## src/rtl/stepper_pkg.sv

```systemverilog
// -----------------------------------------------------------------------------
// stepper_pkg
// Shared definitions for the stepper motion sequencer:
//   - state_t   : sequencer states (IDLE / SETTLE / RUN / HOLD)
//   - DIR_CW/CCW: direction encoding driven to the phase driver
//   - *_W_DEF   : default widths for step count, period and position
// -----------------------------------------------------------------------------
package stepper_pkg;

    localparam int STEP_W_DEF = 16;
    localparam int PER_W_DEF  = 20;
    localparam int POS_W_DEF  = 24;

    localparam logic DIR_CW  = 1'b0;  // forward, position counts up
    localparam logic DIR_CCW = 1'b1;  // reverse, position counts down

    typedef enum logic [1:0] {
        ST_IDLE   = 2'd0,
        ST_SETTLE = 2'd1,
        ST_RUN    = 2'd2,
        ST_HOLD   = 2'd3
    } state_t;

endpackage

```

## src/rtl/step_ramp_gen.sv

```systemverilog
// -----------------------------------------------------------------------------
// step_ramp_gen
// Combinational trapezoid ramp step. Given the period just used, the cruise
// target, the number of acceleration steps taken so far and the steps still to
// go after the current pulse, returns the period for the next interval and the
// updated acceleration step count.
//   Deceleration has priority: once the remaining steps no longer exceed the
//   steps spent accelerating, the period grows back toward START_PERIOD.
// Ports:
//   cur_period  in  current step period (clk cycles)
//   target      in  cruise period
//   ramp_cnt    in  acceleration steps taken
//   n           in  steps remaining after this pulse
//   nxt_period  out period for the next interval
//   nxt_ramp    out updated acceleration step count
// -----------------------------------------------------------------------------
module step_ramp_gen #(
    parameter int STEP_W       = 16,
    parameter int PER_W        = 20,
    parameter int START_PERIOD = 50000,
    parameter int RAMP_DEC     = 500
) (
    input  logic [PER_W-1:0]  cur_period,
    input  logic [PER_W-1:0]  target,
    input  logic [STEP_W-1:0] ramp_cnt,
    input  logic [STEP_W-1:0] n,
    output logic [PER_W-1:0]  nxt_period,
    output logic [STEP_W-1:0] nxt_ramp
);

    localparam logic [PER_W:0] DEC_X   = (PER_W+1)'(RAMP_DEC);
    localparam logic [PER_W:0] START_X = (PER_W+1)'(START_PERIOD);

    // One extra bit so the +/- never wraps before the clamp is applied.
    logic [PER_W:0] up;
    logic [PER_W:0] down;

    assign up   = {1'b0, cur_period} + DEC_X;
    assign down = {1'b0, cur_period} - DEC_X;

    always_comb begin
        nxt_period = cur_period;
        nxt_ramp   = ramp_cnt;
        if (n <= ramp_cnt) begin
            nxt_period = (up > START_X) ? START_X[PER_W-1:0] : up[PER_W-1:0];
            if (ramp_cnt != '0) begin
                nxt_ramp = ramp_cnt - STEP_W'(1);
            end
        end else if (cur_period > target) begin
            // down[PER_W] set means the subtraction went below zero.
            if (down[PER_W] || (down[PER_W-1:0] < target)) begin
                nxt_period = target;
            end else begin
                nxt_period = down[PER_W-1:0];
            end
            nxt_ramp = ramp_cnt + STEP_W'(1);
        end
    end

endmodule

```

## src/rtl/stepper_motion_ctrl.sv

```systemverilog
// -----------------------------------------------------------------------------
// stepper_motion_ctrl
// Motion sequencer in front of the stepper phase driver. Takes move commands,
// energises the driver, waits for it to settle, then emits one-cycle step
// strobes on a linear trapezoidal ramp while tracking absolute position.
//
// Command handshake: a command transfers on any rising clk edge where
// cmd_valid && cmd_ready are both high. cmd_ready is high only while the
// sequencer is IDLE or HOLD; cmd_steps/cmd_dir/cmd_period must be stable while
// cmd_valid is high. Commands offered while busy simply wait.
//
// Ports:
//   clk, rst_n        clock, asynchronous active-low reset
//   cmd_valid/ready   command handshake
//   cmd_steps         steps to move (0 gives an immediate done, no motion)
//   cmd_dir           0 forward (+1 per step), 1 reverse (-1 per step)
//   cmd_period        cruise period in clk cycles (floored at MIN_PERIOD)
//   abort             level; stops an active move without decel
//   limit_fwd/rev     travel limits, checked for the current direction
//   motor_enable      driver energise (SETTLE/RUN/HOLD)
//   direction         latched direction
//   step_pulse        one-cycle step strobe
//   busy              high in SETTLE/RUN
//   done              one-cycle move-complete strobe
//   fault             sticky until next accepted command: stopped by limit
//   position          signed absolute step position (wraps)
//   steps_left        remaining steps of current move
//   state_dbg         current sequencer state (state_t encoding)
// -----------------------------------------------------------------------------
module stepper_motion_ctrl
    import stepper_pkg::*;
#(
    parameter int STEP_W        = STEP_W_DEF,
    parameter int PER_W         = PER_W_DEF,
    parameter int POS_W         = POS_W_DEF,
    parameter int START_PERIOD  = 50000,
    parameter int MIN_PERIOD    = 2,
    parameter int RAMP_DEC      = 500,
    parameter int SETTLE_CYCLES = 1000,
    parameter int HOLD_CYCLES   = 100000
) (
    input  logic                    clk,
    input  logic                    rst_n,
    input  logic                    cmd_valid,
    output logic                    cmd_ready,
    input  logic [STEP_W-1:0]       cmd_steps,
    input  logic                    cmd_dir,
    input  logic [PER_W-1:0]        cmd_period,
    input  logic                    abort,
    input  logic                    limit_fwd,
    input  logic                    limit_rev,
    output logic                    motor_enable,
    output logic                    direction,
    output logic                    step_pulse,
    output logic                    busy,
    output logic                    done,
    output logic                    fault,
    output logic signed [POS_W-1:0] position,
    output logic [STEP_W-1:0]       steps_left,
    output logic [1:0]              state_dbg
);

    localparam int SET_W  = $clog2(SETTLE_CYCLES + 2);
    localparam int HOLD_W = $clog2(HOLD_CYCLES + 2);

    localparam logic [PER_W-1:0] MIN_P   = PER_W'(MIN_PERIOD);
    localparam logic [PER_W-1:0] START_P = PER_W'(START_PERIOD);

    state_t state, state_nxt;

    logic [PER_W-1:0]  target, cur_period, tick_cnt;
    logic [PER_W-1:0]  tgt, start_per, nxt_period;
    logic [STEP_W-1:0] ramp_cnt, nxt_ramp, n_after;
    logic [SET_W-1:0]  settle_cnt;
    logic [HOLD_W-1:0] hold_cnt;
    logic              finish_q;   // move is stopping; done/HOLD on next edge
    logic              zero_pend;  // zero-step command accepted; done next edge

    logic accept, zero_cmd, active, expire, lim_now;
    logic abort_hit, limit_hit, step_fire, settle_done;

    // Command decode: floor the target period, start the ramp at the slower
    // of the target and START_PERIOD.
    assign tgt       = (cmd_period < MIN_P) ? MIN_P : cmd_period;
    assign start_per = (tgt < START_P) ? START_P : tgt;

    assign cmd_ready    = (state == ST_IDLE) || (state == ST_HOLD);
    assign motor_enable = (state != ST_IDLE);
    assign busy         = active;
    assign state_dbg    = state;

    assign accept   = cmd_valid && cmd_ready;
    assign zero_cmd = (cmd_steps == '0);
    assign active   = (state == ST_SETTLE) || (state == ST_RUN);
    assign lim_now  = (direction == DIR_CCW) ? limit_rev : limit_fwd;

    // Abort outranks a coinciding tick expiry; a limit only suppresses a
    // pulse that was about to fire.
    assign expire      = (state == ST_RUN) && !finish_q && (tick_cnt <= PER_W'(1));
    assign abort_hit   = active && !finish_q && abort;
    assign limit_hit   = expire && !abort && lim_now;
    assign step_fire   = expire && !abort && !lim_now;
    assign settle_done = (state == ST_SETTLE) && !finish_q && !abort &&
                         (settle_cnt <= SET_W'(1));

    assign n_after = steps_left - STEP_W'(1);

    step_ramp_gen #(
        .STEP_W      (STEP_W),
        .PER_W       (PER_W),
        .START_PERIOD(START_PERIOD),
        .RAMP_DEC    (RAMP_DEC)
    ) u_ramp (
        .cur_period(cur_period),
        .target    (target),
        .ramp_cnt  (ramp_cnt),
        .n         (n_after),
        .nxt_period(nxt_period),
        .nxt_ramp  (nxt_ramp)
    );

    // State register
    always_ff @(posedge clk or negedge rst_n) begin
        if (!rst_n) begin
            state <= ST_IDLE;
        end else begin
            state <= state_nxt;
        end
    end

    // Next-state logic
    always_comb begin
        state_nxt = state;
        case (state)
            ST_IDLE: begin
                if (accept && !zero_cmd) begin
                    state_nxt = (SETTLE_CYCLES == 0) ? ST_RUN : ST_SETTLE;
                end
            end
            ST_SETTLE: begin
                if (finish_q) begin
                    state_nxt = ST_HOLD;
                end else if (settle_done) begin
                    state_nxt = ST_RUN;
                end
            end
            ST_RUN: begin
                if (finish_q) begin
                    state_nxt = ST_HOLD;
                end
            end
            ST_HOLD: begin
                // Driver is still energised: only a direction change needs
                // the settle delay again. A command beats the hold timeout.
                if (accept) begin
                    if (!zero_cmd) begin
                        state_nxt = ((cmd_dir != direction) && (SETTLE_CYCLES != 0)) ?
                                    ST_SETTLE : ST_RUN;
                    end
                end else if (hold_cnt <= HOLD_W'(1)) begin
                    state_nxt = ST_IDLE;
                end
            end
            default: state_nxt = ST_IDLE;
        endcase
    end

    // Datapath: counters, ramp registers, position and strobes
    always_ff @(posedge clk or negedge rst_n) begin
        if (!rst_n) begin
            direction  <= DIR_CW;
            step_pulse <= 1'b0;
            done       <= 1'b0;
            fault      <= 1'b0;
            position   <= '0;
            steps_left <= '0;
            target     <= '0;
            cur_period <= '0;
            tick_cnt   <= '0;
            ramp_cnt   <= '0;
            settle_cnt <= '0;
            hold_cnt   <= '0;
            finish_q   <= 1'b0;
            zero_pend  <= 1'b0;
        end else begin
            step_pulse <= 1'b0;
            done       <= 1'b0;

            if (zero_pend) begin
                done      <= 1'b1;
                zero_pend <= 1'b0;
            end

            if (accept) begin
                direction  <= cmd_dir;
                steps_left <= cmd_steps;
                target     <= tgt;
                cur_period <= start_per;
                tick_cnt   <= start_per;
                ramp_cnt   <= '0;
                fault      <= 1'b0;
                settle_cnt <= SET_W'(SETTLE_CYCLES);
                hold_cnt   <= HOLD_W'(HOLD_CYCLES);
                zero_pend  <= zero_cmd;
            end

            if (finish_q) begin
                done     <= 1'b1;
                finish_q <= 1'b0;
                hold_cnt <= HOLD_W'(HOLD_CYCLES);
            end else if (abort_hit) begin
                finish_q <= 1'b1;
            end else if (step_fire) begin
                step_pulse <= 1'b1;
                steps_left <= n_after;
                position   <= (direction == DIR_CW) ? position + POS_W'(1)
                                                    : position - POS_W'(1);
                cur_period <= nxt_period;
                ramp_cnt   <= nxt_ramp;
                tick_cnt   <= nxt_period;
                if (n_after == '0) begin
                    finish_q <= 1'b1;
                end
            end else if (limit_hit) begin
                fault    <= 1'b1;
                finish_q <= 1'b1;
            end else if (state == ST_RUN) begin
                tick_cnt <= tick_cnt - PER_W'(1);
            end else if (state == ST_SETTLE) begin
                settle_cnt <= settle_cnt - SET_W'(1);
            end else if ((state == ST_HOLD) && !accept && (hold_cnt != '0)) begin
                hold_cnt <= hold_cnt - HOLD_W'(1);
            end
        end
    end

endmodule

```

## config.mk

```make
export PLATFORM = sky130hd
export DESIGN_NAME = stepper_motion_ctrl
export DESIGN_NICKNAME = d
export VERILOG_FILES = /design/src/rtl/stepper_pkg.sv /design/src/rtl/step_ramp_gen.sv /design/src/rtl/stepper_motion_ctrl.sv
export SDC_FILE = /design/constraint.sdc
export NUM_CORES = 1
export LEC_CHECK = 0
export ABC_AREA = 1
export CAP_MARGIN = 10
export CORE_ASPECT_RATIO = 0.5
export CORE_MARGIN = 8
export CORE_UTILIZATION = 30
export CTS_BUF_LIST = sky130_fd_sc_hd__clkbuf_8
export DETAILED_ROUTE_END_ITERATION = 8
export HOLD_SLACK_MARGIN = 0.1
export PLACE_DENSITY = 0.44
export SYNTH_ARGS = -nofsm -noshare
export SYNTH_HDL_FRONTEND = slang
export SYNTH_HIERARCHICAL = 1
export SYNTH_SLANG_ARGS = --single-unit
```

## constraint.sdc

```tcl
create_clock -name clk -period 3.39 [get_ports clk]
set_input_delay 0.339 -clock clk [delete_from_list [all_inputs] [get_ports clk]]
set_output_delay 0.339 -clock clk [all_outputs]
set_load 0.1 [all_outputs]
```

==> metrics.txt <==
proportion of layout cells with a drive suffix above 1 0.128; ANT nets after route 0; cell area after synthesis 14400 um2; critical path launch point type flip-flop; Async SR Flop Fraction 1.00; kind of end point of the critical path flip-flop; iteration-0 DRC count of the detailed router 1165; number of slew-limit violations in the final report 0; Final period util 0.970; number of nets produced by synthesis 2389; total overflow reported by the global router 0; Synthesis Warnings 6; clk root buf clkbuf_8; Min Clock Period, post-route 3.29 ns; gate count of the mapped netlist 2250; number of buffers inserted by port buffering 91; relative slew slack 0.304; crit path kind flip-flop to flip-flop; first-pass GRT wire length 82.1 mm; final WL 52.6 mm; overall die width 326 um; Total GRT Usage 0.184; sinks on the clock net 151; dominant synthesized flop cell dfrtp_1; max-capacitance violation count 0; commonest cells after routing, fill and taps aside 669 x nand2_1, 241 x nor2_1, 229 x inv_1, 193 x nand3_1, 144 x dfrtp_1; total core area 47200 um2; ratio of total power to cell area 1020 nW/um2; path class of the lowest-slack min-delay path primary input to async pin; most common cell after layout, fill and taps aside nand2_1; Worst Skew 0.0204 ns; DP HPWL 40.5 mm; worst-skew pair later-pin latency 0.50 ns; Reg clk slew, reported paths 0.11 ns; antenna diode instance count 0; largest voltage drop on the vdd net 0.486 mV; sequential cell area fraction in the yosys report 0.262; Vias/cell 4.83; count of endpoints failing setup in the final report 0; count of different cell masters after synthesis 52; Pre-antenna DRT Iters 6; signal arrival time at the worst endpoint 3.67 ns; post-synthesis to final-layout area growth 19.4%; starting utilization of the core area 0.306; Chip Height 171 um; outcome completed; worst path required time 3.77 ns; maximum number of buffers from clock root to sink 2; maximum fanout count along the critical path 8; total negative setup slack 0 ns; smallest hold slack 0.370 ns; final count of hold timing violations 0; number of vias after detailed routing 14640; CTS tree yes; leakage component of the power 0.00858 uW; unrepaired setup endpoints after global routing true; number of antenna violations at the first check in global routing 0; total number of nets in the final design 2516; fmax 304 MHz; number of buffers created by CTS 17; H-tree Lvls 4; count of flip-flops with a built-in enable after synthesis 0; pin count of the biggest net entering global routing 60; site row count 56; floorplan die area 55700 um2; synthesized area divided by synthesized cell count 6.41 um2; total of flip-flops plus latches after synthesis 151; via count of the first global-routing pass 14104; placer congestion estimate 0.871; post-route DRC violation count 0; Final Util 0.365; measured slew at the worst slew-check pin 1.04 ns; mean routed wirelength per cell 17.4 um; count of pins on the block boundary 92
[power by group]
part / switching [uW] / internal, uW / leakage (uW) / total [uW]
clock: 848 / 671 / 0.000203 / 1520
combinational: 8600 / 4340 / 0.00648 / 12900
sequential: 657 / 2400 / 0.00190 / 3060
total: 10100 / 7420 / 0.00858 / 17500
[through the flow]
step                setup WS, ns  area, um2  cells  power [uW]
floorplan                -0.0237      14400   2250       11100
CTS                       0.0158      16800   3022       16600
global route              -0.114      17200   3028       19100
global placement         -0.0117      16400   2989       15000
finish                     0.101      17200   3028       17500
detailed placement       -0.0179      16400   2989       14900
[cell families (layout without fill, tap and decap cells)]
logic type / after synthesis / count (layout) / share of synthesized area
compound gates: 274 / 274 / 0.109
xor+xnor: 80 / 80 / 0.0491
fa+ha+maj: 96 / 96 / 0.0838
buf+inv: 335 / 474 / 0.0990
flops: 151 / 151 / 0.262
simple gates: 1314 / 1315 / 0.397
[sequential cells by signal (all words and copies together) (netlist names)]
name        cells
cur_period     20
direction       1
done            1
fault           1
finish_q        1
hold_cnt       17
position       24
ramp_cnt       16
settle_cnt     10
state_dbg       2
step_pulse      1
steps_left     16
target         20
tick_cnt       20
zero_pend       1
[worst paths after layout]
check | startpoint | slack [ns] | end | cells after the start
max reg2reg | cur_period[2]$_DFF_PN0_ | 0.10 | tick_cnt[19]$_DFF_PN0_ | 23
min reg2reg | zero_pend$_DFF_PN0_ | 0.44 | done$_DFF_PN0_ | 1
max in group asynchronous | rst_n | 2.19 | state_dbg[0]$_DFFE_PN0P_ | 3
min | rst_n | 0.37 | position[16]$_DFFE_PN0P_ | 2
max | cur_period[2]$_DFF_PN0_ | 0.10 | tick_cnt[19]$_DFF_PN0_ | 23
min in group clk | zero_pend$_DFF_PN0_ | 0.44 | done$_DFF_PN0_ | 1
[critical path, cell delays in order (launching register included)]
cell and delay [ns]:
dfrtp_1 0.41, inv_2 0.07, ha_4 0.16, inv_2 0.06, nand3_4 0.08, nor2_4 0.15
nand3_2 0.12, nand2_4 0.10, xor2_2 0.18, inv_1 0.07, ha_1 0.28, nand2_1 0.08
nor2_4 0.13, nand2_2 0.06, nor2_1 0.08, nand2_1 0.09, nand3_4 0.16, buf_12 0.14
nand2_8 0.09, nor2_4 0.13, o21ai_1 0.07, or2_2 0.31, nand2_1 0.07, nor2_1 0.04
[cell usage after synthesis, types with 30 or more instances]
| library cell | instances | area [um2] |
|---|---|---|
| a21oi_1 | 76 | 380 |
| dfrtp_1 | 151 | 3780 |
| ha_1 | 95 | 1190 |
| inv_1 | 234 | 878 |
| nand2_1 | 704 | 2640 |
| nand3_1 | 210 | 1050 |
| nand4_1 | 40 | 250 |
| nor2_1 | 249 | 935 |
| nor3_1 | 32 | 160 |
| o21ai_0 | 94 | 470 |
| o21ai_1 | 30 | 150 |
| xor2_1 | 60 | 526 |
[final cells by class]
cell class | count | area, um2
repair buffers | 183 | 1670
inverters | 259 | 972
multi-input cells | 1765 | 9590
well taps | 638 | 798
fillers | 5193 | 29900
clock buffers | 17 | 234
clock inverters | 15 | 165
flip-flops and latches | 151 | 3790
[repair_timing]
item	4_1_cts	5_1_grt
hold buffers	1	0
resized for setup	7	102
endpoints found under the hold margin	53	0
endpoints found under the setup margin	3	46
pin swaps	0	33
gates cloned	0	2
buffers inserted	0	4
[routing by layer]
layer	routed length (um)	global-route usage	share of wire	vias to the layer above
met1	25700	0.256	0.49	6771
met4	890	0.0392	0.017	0
met5	0	0	0	-
li1	-	-	-	7540
met3	2050	0.0239	0.039	39
met2	24000	0.304	0.46	290
No activity file was read; power rests on OpenSTA's default activity.
